===== src/rtl/saes_pkg.sv =====
// Shared definitions for the S-AES decryption datapath: FSM encodings,
// S-box tables, round constants and GF(2^4) helpers.
package saes_pkg;

   // FSM state encodings, listed in execution order.
   localparam logic [3:0] ST_IDLE       = 4'd0;
   localparam logic [3:0] ST_KEYX       = 4'd1;
   localparam logic [3:0] ST_AK2        = 4'd2;
   localparam logic [3:0] ST_ISR1       = 4'd3;
   localparam logic [3:0] ST_INS1_ISSUE = 4'd4;
   localparam logic [3:0] ST_INS1_WAIT  = 4'd5;
   localparam logic [3:0] ST_AK1        = 4'd6;
   localparam logic [3:0] ST_IMC        = 4'd7;
   localparam logic [3:0] ST_ISR2       = 4'd8;
   localparam logic [3:0] ST_INS2_ISSUE = 4'd9;
   localparam logic [3:0] ST_INS2_WAIT  = 4'd10;
   localparam logic [3:0] ST_AK0        = 4'd11;
   localparam logic [3:0] ST_DONE       = 4'd12;

   // Key schedule round constants.
   localparam logic [7:0] RCON1 = 8'h80;
   localparam logic [7:0] RCON2 = 8'h30;

   // S-box tables packed with entry 0 in the top nibble.
   localparam logic [63:0] SBOX_TABLE     = 64'h94ABD1856203CEF7;
   localparam logic [63:0] INV_SBOX_TABLE = 64'hA59B178F6023C4DE;

   function automatic logic [3:0] sbox(input logic [3:0] n);
      return SBOX_TABLE[6'd60 - {n, 2'b00} +: 4];
   endfunction

   function automatic logic [3:0] inv_sbox(input logic [3:0] n);
      return INV_SBOX_TABLE[6'd60 - {n, 2'b00} +: 4];
   endfunction

   // Multiply by x in GF(2^4) modulo x^4+x+1 (x^4 folds back to x+1).
   function automatic logic [3:0] gf_mul2(input logic [3:0] a);
      return {a[2:0], 1'b0} ^ {2'b00, a[3], a[3]};
   endfunction

   // Multiply by 9 = x^3 + 1.
   function automatic logic [3:0] gf_mul9(input logic [3:0] a);
      logic [3:0] m8;
      m8 = gf_mul2(gf_mul2(gf_mul2(a)));
      return m8 ^ a;
   endfunction

endpackage


===== src/rtl/saes_inv_sbox.sv =====
// Four parallel inverse S-box nibble lookups with a registered output.
// One cycle of latency; the data path carries no reset.
module saes_inv_sbox
   import saes_pkg::*;
(
   input  logic        clk,
   input  logic [15:0] din,
   output logic [15:0] dout
);

   // Register the substituted word every cycle.
   always_ff @(posedge clk) begin
      dout <= {inv_sbox(din[15:12]), inv_sbox(din[11:8]),
               inv_sbox(din[7:4]),   inv_sbox(din[3:0])};
   end

endmodule


===== src/rtl/saes_decrypt_core.sv =====
// Sequential S-AES decryption core. One inverse transform per cycle under
// a start/done handshake; inverse substitution goes through a registered
// lookup and waits SBOX_WAIT cycles before latching its result.
// Handshake: start is sampled only in IDLE; done pulses for one cycle with
// pt_out valid in that same cycle; busy covers KEYX through DONE.
module saes_decrypt_core
   import saes_pkg::*;
#(
   parameter int SBOX_WAIT = 2
)(
   input  logic        clk,
   input  logic        rst,
   input  logic        start,
   input  logic [15:0] ct_in,
   input  logic [15:0] key_in,
   output logic        busy,
   output logic        done,
   output logic [15:0] pt_out
);

   localparam int CW = (SBOX_WAIT > 1) ? $clog2(SBOX_WAIT) : 1;
   localparam logic [CW-1:0] WAIT_LAST = CW'(SBOX_WAIT - 1);

   logic [3:0]    state_q;
   logic [15:0]   data_q;
   logic [15:0]   key_q;
   logic [15:0]   k1_q;
   logic [15:0]   k2_q;
   logic [CW-1:0] wait_cnt;
   logic [15:0]   sbox_out;

   logic [7:0]    w0, w1, w2, w3, w4, w5;
   logic [15:0]   isr_data;
   logic [15:0]   imc_data;

   function automatic logic [7:0] sub_nib(input logic [7:0] w);
      return {sbox(w[7:4]), sbox(w[3:0])};
   endfunction

   function automatic logic [7:0] rot_nib(input logic [7:0] w);
      return {w[3:0], w[7:4]};
   endfunction

   // Key expansion from the captured master key; k0 is the key itself.
   always_comb begin
      w0 = key_q[15:8];
      w1 = key_q[7:0];
      w2 = w0 ^ RCON1 ^ sub_nib(rot_nib(w1));
      w3 = w2 ^ w1;
      w4 = w2 ^ RCON2 ^ sub_nib(rot_nib(w3));
      w5 = w4 ^ w3;
   end

   // Inverse ShiftRows swaps s10 and s11; inverse MixColumns per column.
   always_comb begin
      isr_data = {data_q[15:12], data_q[3:0], data_q[7:4], data_q[11:8]};
      imc_data = {gf_mul9(data_q[15:12]) ^ gf_mul2(data_q[11:8]),
                  gf_mul2(data_q[15:12]) ^ gf_mul9(data_q[11:8]),
                  gf_mul9(data_q[7:4])   ^ gf_mul2(data_q[3:0]),
                  gf_mul2(data_q[7:4])   ^ gf_mul9(data_q[3:0])};
   end

   saes_inv_sbox u_inv_sbox (
      .clk  (clk),
      .din  (data_q),
      .dout (sbox_out)
   );

   // Main FSM: sequences the inverse rounds and owns all output registers.
   always_ff @(posedge clk) begin
      if (rst) begin
         state_q  <= ST_IDLE;
         data_q   <= '0;
         key_q    <= '0;
         k1_q     <= '0;
         k2_q     <= '0;
         wait_cnt <= '0;
         pt_out   <= '0;
         busy     <= 1'b0;
         done     <= 1'b0;
      end else begin
         case (state_q)
            ST_IDLE: begin
               done <= 1'b0;
               if (start) begin
                  data_q  <= ct_in;
                  key_q   <= key_in;
                  busy    <= 1'b1;
                  state_q <= ST_KEYX;
               end
            end
            ST_KEYX: begin
               k1_q    <= {w2, w3};
               k2_q    <= {w4, w5};
               state_q <= ST_AK2;
            end
            ST_AK2: begin
               data_q  <= data_q ^ k2_q;
               state_q <= ST_ISR1;
            end
            ST_ISR1: begin
               data_q  <= isr_data;
               state_q <= ST_INS1_ISSUE;
            end
            ST_INS1_ISSUE: begin
               // The lookup registers data_q on this edge.
               wait_cnt <= '0;
               state_q  <= ST_INS1_WAIT;
            end
            ST_INS1_WAIT: begin
               if (wait_cnt == WAIT_LAST) begin
                  data_q  <= sbox_out;
                  state_q <= ST_AK1;
               end else begin
                  wait_cnt <= wait_cnt + 1'b1;
               end
            end
            ST_AK1: begin
               data_q  <= data_q ^ k1_q;
               state_q <= ST_IMC;
            end
            ST_IMC: begin
               data_q  <= imc_data;
               state_q <= ST_ISR2;
            end
            ST_ISR2: begin
               data_q  <= isr_data;
               state_q <= ST_INS2_ISSUE;
            end
            ST_INS2_ISSUE: begin
               wait_cnt <= '0;
               state_q  <= ST_INS2_WAIT;
            end
            ST_INS2_WAIT: begin
               if (wait_cnt == WAIT_LAST) begin
                  data_q  <= sbox_out;
                  state_q <= ST_AK0;
               end else begin
                  wait_cnt <= wait_cnt + 1'b1;
               end
            end
            ST_AK0: begin
               // pt_out and done rise together on entry to DONE.
               data_q  <= data_q ^ key_q;
               pt_out  <= data_q ^ key_q;
               done    <= 1'b1;
               state_q <= ST_DONE;
            end
            ST_DONE: begin
               done    <= 1'b0;
               busy    <= 1'b0;
               state_q <= ST_IDLE;
            end
            default: begin
               state_q <= ST_IDLE;
            end
         endcase
      end
   end

endmodule


===== config.mk =====
export PLATFORM = sky130hd
export DESIGN_NAME = saes_decrypt_core
export DESIGN_NICKNAME = d
export VERILOG_FILES = /design/src/rtl/saes_pkg.sv /design/src/rtl/saes_inv_sbox.sv /design/src/rtl/saes_decrypt_core.sv
export SDC_FILE = /design/constraint.sdc
export NUM_CORES = 1
export LEC_CHECK = 0
export BUFFER_PORTS_ARGS = -buffer_cell sky130_fd_sc_hd__buf_4
export CAP_MARGIN = 20
export CORE_AREA = 8 8 137 139
export CTS_CLUSTER_SIZE = 10
export DETAILED_ROUTE_END_ITERATION = 8
export DIE_AREA = 0 0 145 147
export SKIP_CTS_REPAIR_TIMING = 1
export SYNTH_ARGS = -nofsm -noshare
export SYNTH_HDL_FRONTEND = slang
export SYNTH_SLANG_ARGS = --single-unit

===== constraint.sdc =====
create_clock -name clk -period 3.3 [get_ports clk]
set_input_delay 0.33 -clock clk [delete_from_list [all_inputs] [get_ports clk]]
set_output_delay 0.33 -clock clk [all_outputs]
set_load 0.02 [all_outputs]

# --- Word level (Yosys, flattened, before mapping) ---
# Index checks and enable logic that the tools add are counted.
totals:
  register_bits: 103
  in_bits: 35
  output_inout_bits: 18
  wordCells: 101
classes:
  n_addsub: 9
  n_eq_ne: 16
  n_shift: 8
  n_mux: 12
  n_bitwise: 30
  n_reduce_logical: 15
ops:
  columns: ["op", "count"]
  rows:
  - ["$shiftx 64x7->4 const A", 8]
  - ["$pmux 16 s7", 1]
  - ["$pmux 4 s12", 1]
  - ["$sub 6x6->6 const A", 8]
  - ["$xor 16x16->16", 3]
  - ["$xor 4x2->4", 12]
  - ["$mux 16", 2]
  - ["$xor 4x4->4", 8]
  - ["$xor 8x8->8", 4]
  - ["$eq 4x4->1 const B", 5]
  - ["$eq 4x3->1 const B", 4]
  - ["$mux 4", 3]
  - ["$eq 4x2->1 const B", 2]
  - ["$reduce_or 2->1", 4]
  - ["$reduce_bool 7->1", 1]
  - ["$ne 2x2->1 const B", 3]
  - ["$pmux 1 s2", 3]
  - ["$reduce_and 3->1", 2]
  - ["$reduce_bool 2->1", 3]
  - ["$reduce_bool 6->1", 1]
  - ["$eq 4x1->1 const B", 1]
  - ["$logic_not 4->1", 1]
  - ["$reduce_and 2->1", 2]
  - ["$reduce_and 4->1", 1]
  - ["other kinds (5)", 7]

# --- Depth between registers and ports, before layout ---
logic_depth:
  depth_word: 8
  mapped_depth: 12
  mapped_depth_nobuf: 11

# --- Hierarchy ---
# From an unflattened synthesis, not the netlist that was laid out.
unflattened:
  cells_unflattened: 785
  area_unflattened_um2: 6722.7
modules_own_cells:
  columns: ["mod", "n_inst", "cells_each", "area_per_inst_um2", "seq_area_each_um2"]
  rows:
  - ["saes_decrypt_core", 1, 679, 5597.9, 1741.7]
  - ["saes_inv_sbox", 1, 106, 1124.8, 320.3]

# --- Least setup slack after synthesis ---
# No wires, ideal clock.
synth_path:
  path_type: "reg-to-reg"
  from: "register key_q[4]"
  to: "register k2_q[6]"
  setup_time_ps: 112
  t_arrival_ps: 2783
  required_ps: 3188
  slack_ps: 404
  path_stages_with_launch: 12
  n_path_buf: 1
  synth_period_minus_slack_ps: 2896
  cell_sequence: "dfxtp_1 -> clkbuf_1 -> inv_1 -> ha_1 -> inv_1 -> mux4_2 -> xnor3_2 -> ha_1 -> a21boi_0 -> nor3_2 -> nor2_1 -> a2111oi_1"
synth_between:
  elab_chain_len: 8
synth_rtl:
  columns: ["element", "line_no", "rtl"]
  rows:
  - ["from (decl)", "saes_decrypt_core.sv:26", "logic [15:0] key_q;"]
  - ["from (signal assigned)", "saes_decrypt_core.sv:87", "key_q <= key_in;"]
  - ["$sub 6x6->6", "saes_pkg.sv:29", "return SBOX_TABLE[6'd60 - {n, 2'b00} +: 4];"]
  - ["$shiftx 64x7->4", "saes_pkg.sv:29", null]
  - ["$xor 8x8->8", "saes_decrypt_core.sv:48", "w2 = w0 ^ RCON1 ^ sub_nib(rot_nib(w1));"]
  - ["$xor 8x8->8", "saes_decrypt_core.sv:49", "w3 = w2 ^ w1;"]
  - ["$sub 6x6->6", "saes_pkg.sv:29", null]
  - ["$shiftx 64x7->4", "saes_pkg.sv:29", null]
  - ["$xor 8x8->8", "saes_decrypt_core.sv:50", "w4 = w2 ^ RCON2 ^ sub_nib(rot_nib(w3));"]
  - ["$xor 8x8->8", "saes_decrypt_core.sv:51", "w5 = w4 ^ w3;"]
  - ["to (signal assigned)", "saes_decrypt_core.sv:94", "k2_q <= {w4, w5};"]
  - ["to (decl)", "saes_decrypt_core.sv:28", "logic [15:0] k2_q;"]
# No other way between the ends.
# A chain may end at the register's enable or synchronous reset.

# --- Worst setup path after layout ---
layout_path:
  from: "register key_q[5]"
  to: "register k2_q[6]"
# Same word-level chain as after synthesis.

==> flow_metrics.env <==
export IMPL_clkSlewWorstSetupHoldPaths_ps=70
export IMPL_yosysWarningCount=0
export IMPL_r2r_cells=10
export IMPL_setup_violations=0
export IMPL_slew_violations=0
export IMPL_syn_nets=842
export IMPL_netlist_instances=767
export IMPL_grt_pass1_wl_um=28390
export IMPL_fin_area_um2=7328
export IMPL_avgSynthCellArea_um2=8.437
export IMPL_yosysTopAreaCell="dfxtp_1"
export IMPL_grtUsageTotal=0.1666
export IMPL_ys_top_cells_by_area="dfxtp_1, ha_1, xnor2_1"
export IMPL_netlist_area_leader_share=0.3186
export IMPL_crit_cells=10
export IMPL_ys_seq_area_frac=0.3186
export IMPL_vdd_drop_max_mv=0.3138
export IMPL_slowest_stage="mux4_2"
export IMPL_max_freq_ghz=0.3599
export IMPL_startpoint_type="flop"
export IMPL_area_growth_pct=13.24
export IMPL_crit_family="adder cells"
export IMPL_viasPerCell=5.320
export IMPL_rsz0062_at_grt="false"
export IMPL_cp_max_fo=5
export IMPL_cp_required_ps=3550
export IMPL_rows=48
export IMPL_finalHoldViolCount=0
export IMPL_ctsHtreeMaxLevel=3
export IMPL_fin_cells=1018
export IMPL_coreArea_um2=16760
export IMPL_place_area_um2=7043
export IMPL_ys_ff_latch=103
export IMPL_synth_ff_type="dfxtp_1"
export IMPL_cpPeakStageDelay_ps=470
export IMPL_synth_edf_count=0
export IMPL_setup_tns_ps=0
export IMPL_path_class="reg2reg"
export IMPL_max_cap_violations=0
export IMPL_p_leak_nw=2.766
export IMPL_initial_utilization=0.3862
export IMPL_synth_cell_types=68
export IMPL_fin_crit_ps=2778
export IMPL_wl_per_cell_um=17.33
export IMPL_power_density_nw_per_um2=551.6
export IMPL_post_route_period_util=0.8419
export IMPL_first_pass_iters=5
export IMPL_final_antenna_net_count=0
export IMPL_total_power_mw=4.042
export IMPL_grt_overflow_total=0
export IMPL_async_flop_share=0
export IMPL_cts_root_buffer="clkbuf_16"
export IMPL_cts_buffers=9
export IMPL_slew_headroom=0.4276
export IMPL_drive_gt1_frac=0.1488
export IMPL_n_antenna_cell=0
export IMPL_status="complete, no violations"
export IMPL_whs_path_depth=3
export IMPL_wl_um=17640
export IMPL_drt_iter0_drc=410
export IMPL_placed_cells=1001
export IMPL_fp_dieW_um=145
export IMPL_die_area_um2=21320
export IMPL_drc=0
export IMPL_utilization=0.4374
export IMPL_dp_hpwl_um=13090
export IMPL_hp_class="in2reg"
export IMPL_path_cells="inv_1 -> ha_1 -> inv_1 -> mux4_2 -> xnor3_2 -> ha_1 -> a21boi_0 -> nor3_2 -> nor2_1 -> a2111oi_1"
export IMPL_gp_congestion=0.8239
export IMPL_cp_arrival_ps=3030
export IMPL_io_buffers=52
export IMPL_grt_antenna_before_repair=0
export IMPL_clock_sinks=103
export IMPL_worstSetupEndpointType="flop"
export IMPL_pin_count=53
export IMPL_path_buf_inv=2
export IMPL_clockBufferDepth=2
export IMPL_cts_tree="built"
export IMPL_syn_area_um2=6471
export IMPL_worstMarginPinSlew_ps=858.7
export IMPL_die_h_um=147
export IMPL_clk_latency_ps=360
export IMPL_grt_pass1_vias=4926
export IMPL_nets=863
export IMPL_via_count=5416
export IMPL_clock_skew_ps=7.087
export IMPL_grt_max_degree=60
## sequential cells by signal (all words and copies together), names as in the netlist
signal,flops
data_q,16
k1_q,16
k2_q,16
key_q,16
pt_out,16
u_inv_sbox.dout,16
state_q,4
busy,1
done,1
wait_cnt,1
## cell usage in the layout, fill, tap and decap left out, types with 10 or more instances in the layout
cell type,instances
a211oi_1,13
a22oi_1,10
o21ai_0,26
a21oi_1,65
inv_1,22
xnor2_1,46
dfxtp_1,103
ha_1,40
a311oi_1,19
xor2_1,20
nand2_1,97
mux2i_1,24
nor2_1,84
buf_4,73
a221oi_1,11
## cell families after synthesis
group           after synthesis  synth area share
fa+ha+maj                    40           0.07734
flops                       103            0.3186
mux                          32           0.06265
compound gates              193            0.2044
buf+inv                      88           0.05569
simple gates                235            0.1599
xor+xnor                     76            0.1214
## final cells by class
class / count / area (um2)
repair buffers: 74 / 568.0
well taps: 225 / 281.5
fillers: 1731 / 9428
clock buffers: 14 / 264.0
multi-input cells: 576 / 4049
flip-flops and latches: 103 / 2062
inverters: 24 / 90.09
clock inverters: 2 / 13.76
## layer usage
layer,vias up,share of wire,track usage
met4,0,0.013,0.04261
met5,-,0,0
met1,2555,0.48,0.2306
met2,134,0.45,0.2521
met3,17,0.055,0.04245
li1,2710,-,-
## synthesized netlist by cell type (all sizes together) (3+ instances only)
cell type,number
a2111oi,3
a211oi,13
a21oi,67
a221o,5
a221oi,11
a22oi,10
a311oi,19
a31oi,4
and2,3
and3,4
buf,14
clkbuf,50
dfxtp,103
ha,40
inv,24
mux2i,26
mux4,4
nand2,97
nand2b,3
nand3,8
nand3b,5
nor2,84
nor2b,4
nor3,12
nor3b,3
nor4,4
o211ai,5
o21ai,31
o22ai,4
o31ai,5
or3,4
xnor2,49
xnor3,5
xor2,22
## final timing paths
check                                from        end  slack (ps)
worst max-delay path             key_q[5]    k2_q[6]         520
worst min-delay path            key_in[6]   key_q[6]         210
worst max register to register   key_q[5]    k2_q[6]         520
worst min register to register  pt_out[4]  pt_out[4]         450
## through the flow
| step | worst slack [ps] | hold slack [ps] |
|---|---|---|
| after floorplan | 404.5 | 436.0 |
| after global placement | 593.6 | 442.8 |
| after detailed placement | 551.2 | 446.3 |
| after CTS | 523.8 | 201.8 |
| after global routing | 268.7 | 204.3 |
| final | 521.8 | 211.2 |
## power breakdown
part / internal [mW] / switching, mW / leakage, nW
clock network: 0.556 / 0.480 / 0.137
logic: 0.623 / 0.737 / 1.78
registers: 1.42 / 0.228 / 0.847
total: 2.60 / 1.45 / 2.77
## tightest hold or removal path, cell delays in order
cell and delay (ps):
buf_4 110, nand2_1 40, a21oi_1 50
Power figures use the tool's default switching activity.
